`src/rtl/cdc_tx_pkg.sv`:
```
// Shared types and sizing helpers for the CDC transfer scheduler.
package cdc_tx_pkg;

  typedef enum logic [1:0] {
    IDLE = 2'd0,
    HOLD = 2'd1,
    GAP  = 2'd2
  } cdc_tx_state_e;

  // One counter serves both windows, so it must hold the larger of the two.
  function automatic int cdc_cnt_width(input int hold, input int gap);
    int m;
    m = (hold > gap) ? hold : gap;
    return (m < 1) ? 1 : $clog2(m + 1);
  endfunction

endpackage

```
`src/rtl/cdc_rr_pick.sv`:
```
// Combinational rotating-priority picker; search starts one past ptr_i.
// With CDC_TX_FIXED_PRIO_EN defined it becomes a lowest-index-wins encoder.
module cdc_rr_pick
  import cdc_tx_pkg::*;
#(
  parameter int NUM_REQ = 4,
  parameter int IDX_W   = $clog2(NUM_REQ)
) (
  input  logic [NUM_REQ-1:0] req_i,
`ifndef CDC_TX_FIXED_PRIO_EN
  input  logic [IDX_W-1:0]   ptr_i,
`endif
  output logic [NUM_REQ-1:0] grant_o,
  output logic [IDX_W-1:0]   idx_o,
  output logic               any_o
);

`ifdef CDC_TX_FIXED_PRIO_EN
  always_comb begin
    grant_o = '0;
    idx_o   = '0;
    any_o   = 1'b0;
    for (int i = NUM_REQ - 1; i >= 0; i--) begin
      if (req_i[i]) begin
        grant_o    = '0;
        grant_o[i] = 1'b1;
        idx_o      = IDX_W'(i);
        any_o      = 1'b1;
      end
    end
  end
`else
  always_comb begin
    int cand;
    grant_o = '0;
    idx_o   = '0;
    any_o   = 1'b0;
    cand    = 0;
    for (int k = 1; k <= NUM_REQ; k++) begin
      cand = int'(ptr_i) + k;
      if (cand >= NUM_REQ) cand = cand - NUM_REQ;
      if (!any_o && req_i[cand]) begin
        grant_o[cand] = 1'b1;
        idx_o         = IDX_W'(cand);
        any_o         = 1'b1;
      end
    end
  end
`endif

endmodule

```
`src/rtl/cdc_tx_scheduler.sv`:
```
// Shares one bus/enable CDC path among NUM_REQ requesters with fixed HOLD/GAP windows.
// Define CDC_TX_FIXED_PRIO_EN for fixed priority instead of round-robin.
module cdc_tx_scheduler
  import cdc_tx_pkg::*;
#(
  parameter int NUM_REQ     = 4,
  parameter int BUS_WIDTH   = 8,
  parameter int HOLD_CYCLES = 4,
  parameter int GAP_CYCLES  = 4
) (
  input  logic                           CLK,
  input  logic                           RST,
  input  logic [NUM_REQ-1:0]             req,
  input  logic [NUM_REQ*BUS_WIDTH-1:0]   req_data,
  output logic [NUM_REQ-1:0]             ack,
  output logic [$clog2(NUM_REQ)-1:0]     grant_id,
  output logic                           busy,
  output logic [BUS_WIDTH-1:0]           Unsync_bus,
  output logic                           bus_enable
);

  localparam int IDX_W = $clog2(NUM_REQ);
  localparam int CNT_W = cdc_cnt_width(HOLD_CYCLES, GAP_CYCLES);

  cdc_tx_state_e        state_q, state_d;
  logic [CNT_W-1:0]     cnt_q, cnt_d;
  logic [BUS_WIDTH-1:0] bus_q, bus_d;
  logic                 en_q, en_d;
  logic [NUM_REQ-1:0]   ack_q, ack_d;
  logic [IDX_W-1:0]     gid_q, gid_d;
  logic [NUM_REQ-1:0]   pick_grant;
  logic [IDX_W-1:0]     pick_idx;
  logic                 pick_any;
`ifndef CDC_TX_FIXED_PRIO_EN
  logic [IDX_W-1:0]     ptr_q, ptr_d;
`endif

  cdc_rr_pick #(
    .NUM_REQ (NUM_REQ),
    .IDX_W   (IDX_W)
  ) u_pick (
    .req_i   (req),
`ifndef CDC_TX_FIXED_PRIO_EN
    .ptr_i   (ptr_q),
`endif
    .grant_o (pick_grant),
    .idx_o   (pick_idx),
    .any_o   (pick_any)
  );

  always_comb begin
    state_d = state_q;
    cnt_d   = cnt_q;
    bus_d   = bus_q;
    en_d    = en_q;
    ack_d   = '0;
    gid_d   = gid_q;
`ifndef CDC_TX_FIXED_PRIO_EN
    ptr_d   = ptr_q;
`endif
    case (state_q)
      IDLE: begin
        if (pick_any) begin
          for (int i = 0; i < NUM_REQ; i++) begin
            if (pick_grant[i]) bus_d = req_data[i*BUS_WIDTH +: BUS_WIDTH];
          end
          en_d    = 1'b1;
          ack_d   = pick_grant;
          gid_d   = pick_idx;
`ifndef CDC_TX_FIXED_PRIO_EN
          ptr_d   = pick_idx;
`endif
          cnt_d   = CNT_W'(HOLD_CYCLES - 1);
          state_d = HOLD;
        end
      end
      HOLD: begin
        if (cnt_q == '0) begin
          en_d    = 1'b0;
          cnt_d   = CNT_W'(GAP_CYCLES - 1);
          state_d = GAP;
        end else begin
          cnt_d = cnt_q - CNT_W'(1);
        end
      end
      GAP: begin
        // The extra IDLE cycle after the gap sets the H+G+1 edge spacing.
        if (cnt_q == '0) begin
          state_d = IDLE;
        end else begin
          cnt_d = cnt_q - CNT_W'(1);
        end
      end
      default: begin
        state_d = IDLE;
        en_d    = 1'b0;
        cnt_d   = '0;
      end
    endcase
  end

  always_ff @(posedge CLK) begin
    if (RST) begin
      state_q <= IDLE;
      cnt_q   <= '0;
      bus_q   <= '0;
      en_q    <= 1'b0;
      ack_q   <= '0;
      gid_q   <= '0;
`ifndef CDC_TX_FIXED_PRIO_EN
      ptr_q   <= IDX_W'(NUM_REQ - 1);
`endif
    end else begin
      state_q <= state_d;
      cnt_q   <= cnt_d;
      bus_q   <= bus_d;
      en_q    <= en_d;
      ack_q   <= ack_d;
      gid_q   <= gid_d;
`ifndef CDC_TX_FIXED_PRIO_EN
      ptr_q   <= ptr_d;
`endif
    end
  end

  assign ack        = ack_q;
  assign grant_id   = gid_q;
  assign busy       = (state_q != IDLE);
  assign Unsync_bus = bus_q;
  assign bus_enable = en_q;

endmodule

```
`config.mk`:
```
export PLATFORM = sky130hd
export DESIGN_NAME = cdc_tx_scheduler
export DESIGN_NICKNAME = d
export VERILOG_FILES = /design/src/rtl/cdc_tx_pkg.sv /design/src/rtl/cdc_rr_pick.sv /design/src/rtl/cdc_tx_scheduler.sv
export SDC_FILE = /design/constraint.sdc
export NUM_CORES = 1
export LEC_CHECK = 0
export BUFFER_PORTS_ARGS = -buffer_cell sky130_fd_sc_hd__buf_2
export CAP_MARGIN = 25
export CORE_MARGIN = 5
export CORE_UTILIZATION = 30
export CTS_CLUSTER_DIAMETER = 80
export DETAILED_ROUTE_END_ITERATION = 16
export PLACE_DENSITY = 0.55
export SKIP_LAST_GASP = 1
export SLEW_MARGIN = 20
export SYNTH_ARGS = -nofsm -noshare
export SYNTH_HDL_FRONTEND = slang
export SYNTH_SLANG_ARGS = --single-unit
```
`constraint.sdc`:
```
create_clock -name CLK -period 4.1 [get_ports CLK]
set_clock_uncertainty 0.2 [all_clocks]
set_input_delay 0.41 -clock CLK [delete_from_list [all_inputs] [get_ports CLK]]
set_output_delay 0.41 -clock CLK [all_outputs]
set_load 0.02 [all_outputs]
```
==> results.json <==
{
  "first_iter_violations": 58,
  "cts-resized-gates": 0,
  "synth_top_area_share_pct": 23.8,
  "final-max-slew-violation-count": 0,
  "dp_hpwl_mm": 3.58,
  "synth_cell_types": 55,
  "drc": 0,
  "crit_arrival_ps": 3550,
  "yosysMostFrequentCell": "inv_1",
  "cp_cell_sequence": "inv_1, ha_1, mux4_2, nand2_1, o21ai_2, a311oi_4, o2111a_1, a21o_4, a221oi_2",
  "numCtsBuffers": 3,
  "io-pin-count": 54,
  "via_per_inst": 4.89,
  "drive_gt1_share_pct": 34.0,
  "clk_latency_ps": 260,
  "root_buffer": "clkbuf_8",
  "htreeDepth": 1,
  "grt_max_degree": 23,
  "grt_usage_pct": 11.6,
  "run_status": "complete, no violations",
  "hold_buffers": 0,
  "cts.clk_slew.worst_paths_ps": 80,
  "antenna_left": 0,
  "start_kind": "flip-flop",
  "place.port_buffers": 53,
  "grt-ovfl-total": 0,
  "cellLeakagePower_uw": 0.000989,
  "cap_violations": 0,
  "ys_seq_area_share_pct": 23.8,
  "clockBufferDepth": 2,
  "syn_area_um2": 1850,
  "rsz0062_at_grt": "false",
  "crit_required_ps": 4030,
  "cp_slowest_cell": "dfxtp_1",
  "hold_class": "flip-flop to flip-flop",
  "p_per_area_nw_per_um2": 543,
  "synthTopCellsByCount": "inv_1 (24), dfxtp_1 (22), nor2_1 (14)",
  "gp_congestion": 0.841,
  "grt_pass1_wl_mm": 7.36,
  "core-area_um2": 5960,
  "synth-async-reset-ratio_pct": 0,
  "first_global_vias": 1547,
  "wirelength_mm": 4.56,
  "synth_largest_area_cell": "dfxtp_1",
  "die_w_um": 88.5,
  "fin_util_pct": 36.7,
  "dpl_worst_slack_ps": 499,
  "crit_buf_inv": 1,
  "crit_family": "compound AO/OA/AOI/OAI gates",
  "vias": 1633,
  "start_util_pct": 31.1,
  "die_h_um": 88.5,
  "n_antenna_cell": 0,
  "synth-seq-cells": 22,
  "synth_nets": 263,
  "post_cts_buffers": 0,
  "drt-wirelength-per-cell_um": 13.6,
  "timing.final.crit_share_pct": 88.4,
  "ys.flop_type": "dfxtp_1",
  "critPathMaxFanout": 11,
  "cts.sinks": 22,
  "rows": 28,
  "fin_nets": 308,
  "syn2layout_area_growth_pct": 18.1,
  "syn-instance-count": 215,
  "cp_slowest_stage_delay_ps": 570,
  "final-hold-violation-count": 0,
  "synth_area_leaders": "dfxtp_1 (24%), ha_1 (6.8%), a221oi_2 (6.5%), inv_1 (4.9%), mux2_2 (4.9%)",
  "slew_headroom_pct": 56.1,
  "critPathKind": "flip-flop to flip-flop",
  "cts_tree": "yes",
  "syn_area_per_cell_um2": 8.60,
  "end_kind": "flip-flop",
  "max_slew.worst_pin.slew_ps": 656,
  "layout_min_cycle_time_ps": 3620,
  "fin_ws_ps": 476,
  "synth_edf_count": 0,
  "antenna_found_initial": 0,
  "firstDrtPassIters": 4,
  "finalSetupViolations": 0,
  "ys_warn_count": 0,
  "max_freq_ghz": 0.276,
  "fin_setup_tns_ps": 0,
  "dieArea_um2": 7830,
  "ir_worst_vdd_mv": 0.228
}
[worst paths after layout]
path | end | slack [ps] | cells past startpoint | startpoint
worst min register to register | grant_id[1]$_SDFFE_PP0P_ | 260 | 2 | grant_id[1]$_SDFFE_PP0P_
worst max register to register | Unsync_bus[3]$_SDFFE_PP0P_ | 480 | 9 | ptr_q[1]$_SDFFE_PP1P_
worst max-delay path | Unsync_bus[3]$_SDFFE_PP0P_ | 480 | 9 | ptr_q[1]$_SDFFE_PP1P_
worst min-delay path | grant_id[1]$_SDFFE_PP0P_ | 260 | 2 | grant_id[1]$_SDFFE_PP0P_
[cells in the final DEF (no fill, tap or decap), types with 2 or more instances in the layout]
master,synthesis,final
inv_1,24,24
nand2_1,11,11
mux2i_1,2,2
nor2_1,14,14
ha_1,10,10
nor3_1,11,11
a31oi_1,2,2
o21bai_1,10,10
and2_1,3,3
buf_2,2,53
a21oi_1,13,13
mux2_2,8,8
clkbuf_8,0,3
o21a_1,2,2
a221oi_2,8,8
nand2b_1,5,5
buf_4,2,2
nor2b_1,3,3
dfxtp_1,22,22
nand2_2,2,2
mux4_2,3,3
o211ai_1,8,8
o21ai_0,11,11
[final cells by class]
class / instances / area (um2)
Tap cell: 75 / 93.8
Clock inverter: 1 / 30.0
Clock buffer: 3 / 41.3
Multi-Input combinational cell: 154 / 1210
Inverter: 24 / 90.1
Timing Repair Buffer: 55 / 280
Fill cell: 664 / 3770
Sequential cell: 22 / 440
[cell families after synthesis]
group	after synthesis	synth area share [%]
simple gates	58	16.8
xor+xnor	1	0.474
fa+ha+maj	11	7.31
buf+inv	39	10.9
compound gates	71	31.1
mux	13	9.61
flops	22	23.8
[routing by layer]
layer | vias to the layer above | GRT usage [%] | wire, um
met1 | 757 | 15.8 | 2100
met2 | 18 | 19.4 | 2290
met5 | - | 0 | 0
met3 | 2 | 0.838 | 143
met4 | 0 | 3.71 | 29
li1 | 856 | - | -
[metrics by stage]
stage          area (um2)  instances  hold slack, ps  total power (uW)
2_1_floorplan        1850        215             293               860
3_3_place_gp         2110        330             244               996
3_5_place_dp         2110        330             249               996
4_1_cts              2180        334             262              1200
5_1_grt              2180        334             291              1290
6_report             2180        334             258              1190
[sequential cells by signal (all words and copies together), names as in the netlist]
register,count
ptr_q,2
ack,4
bus_enable,1
state_q,2
grant_id,2
Unsync_bus,8
cnt_q,3
[report_power, final]
group	switching (uW)	internal, uW	leakage [uW]	total [uW]
sequential	36.5	270	0.000182	306
clock	69.4	130	0.0000357	200
combinational	405	274	0.000771	680
total	511	675	0.000989	1190
[worst reg2reg max path, cell delays in order, from the launching register on]
cell      delay (ps)
dfxtp_1          570
inv_1            210
ha_1             480
mux4_2           430
nand2_1          120
o21ai_2           70
a311oi_4         560
o2111a_1         500
a21o_4           260
a221oi_2          80
No activity file was read; power rests on OpenSTA's default activity.
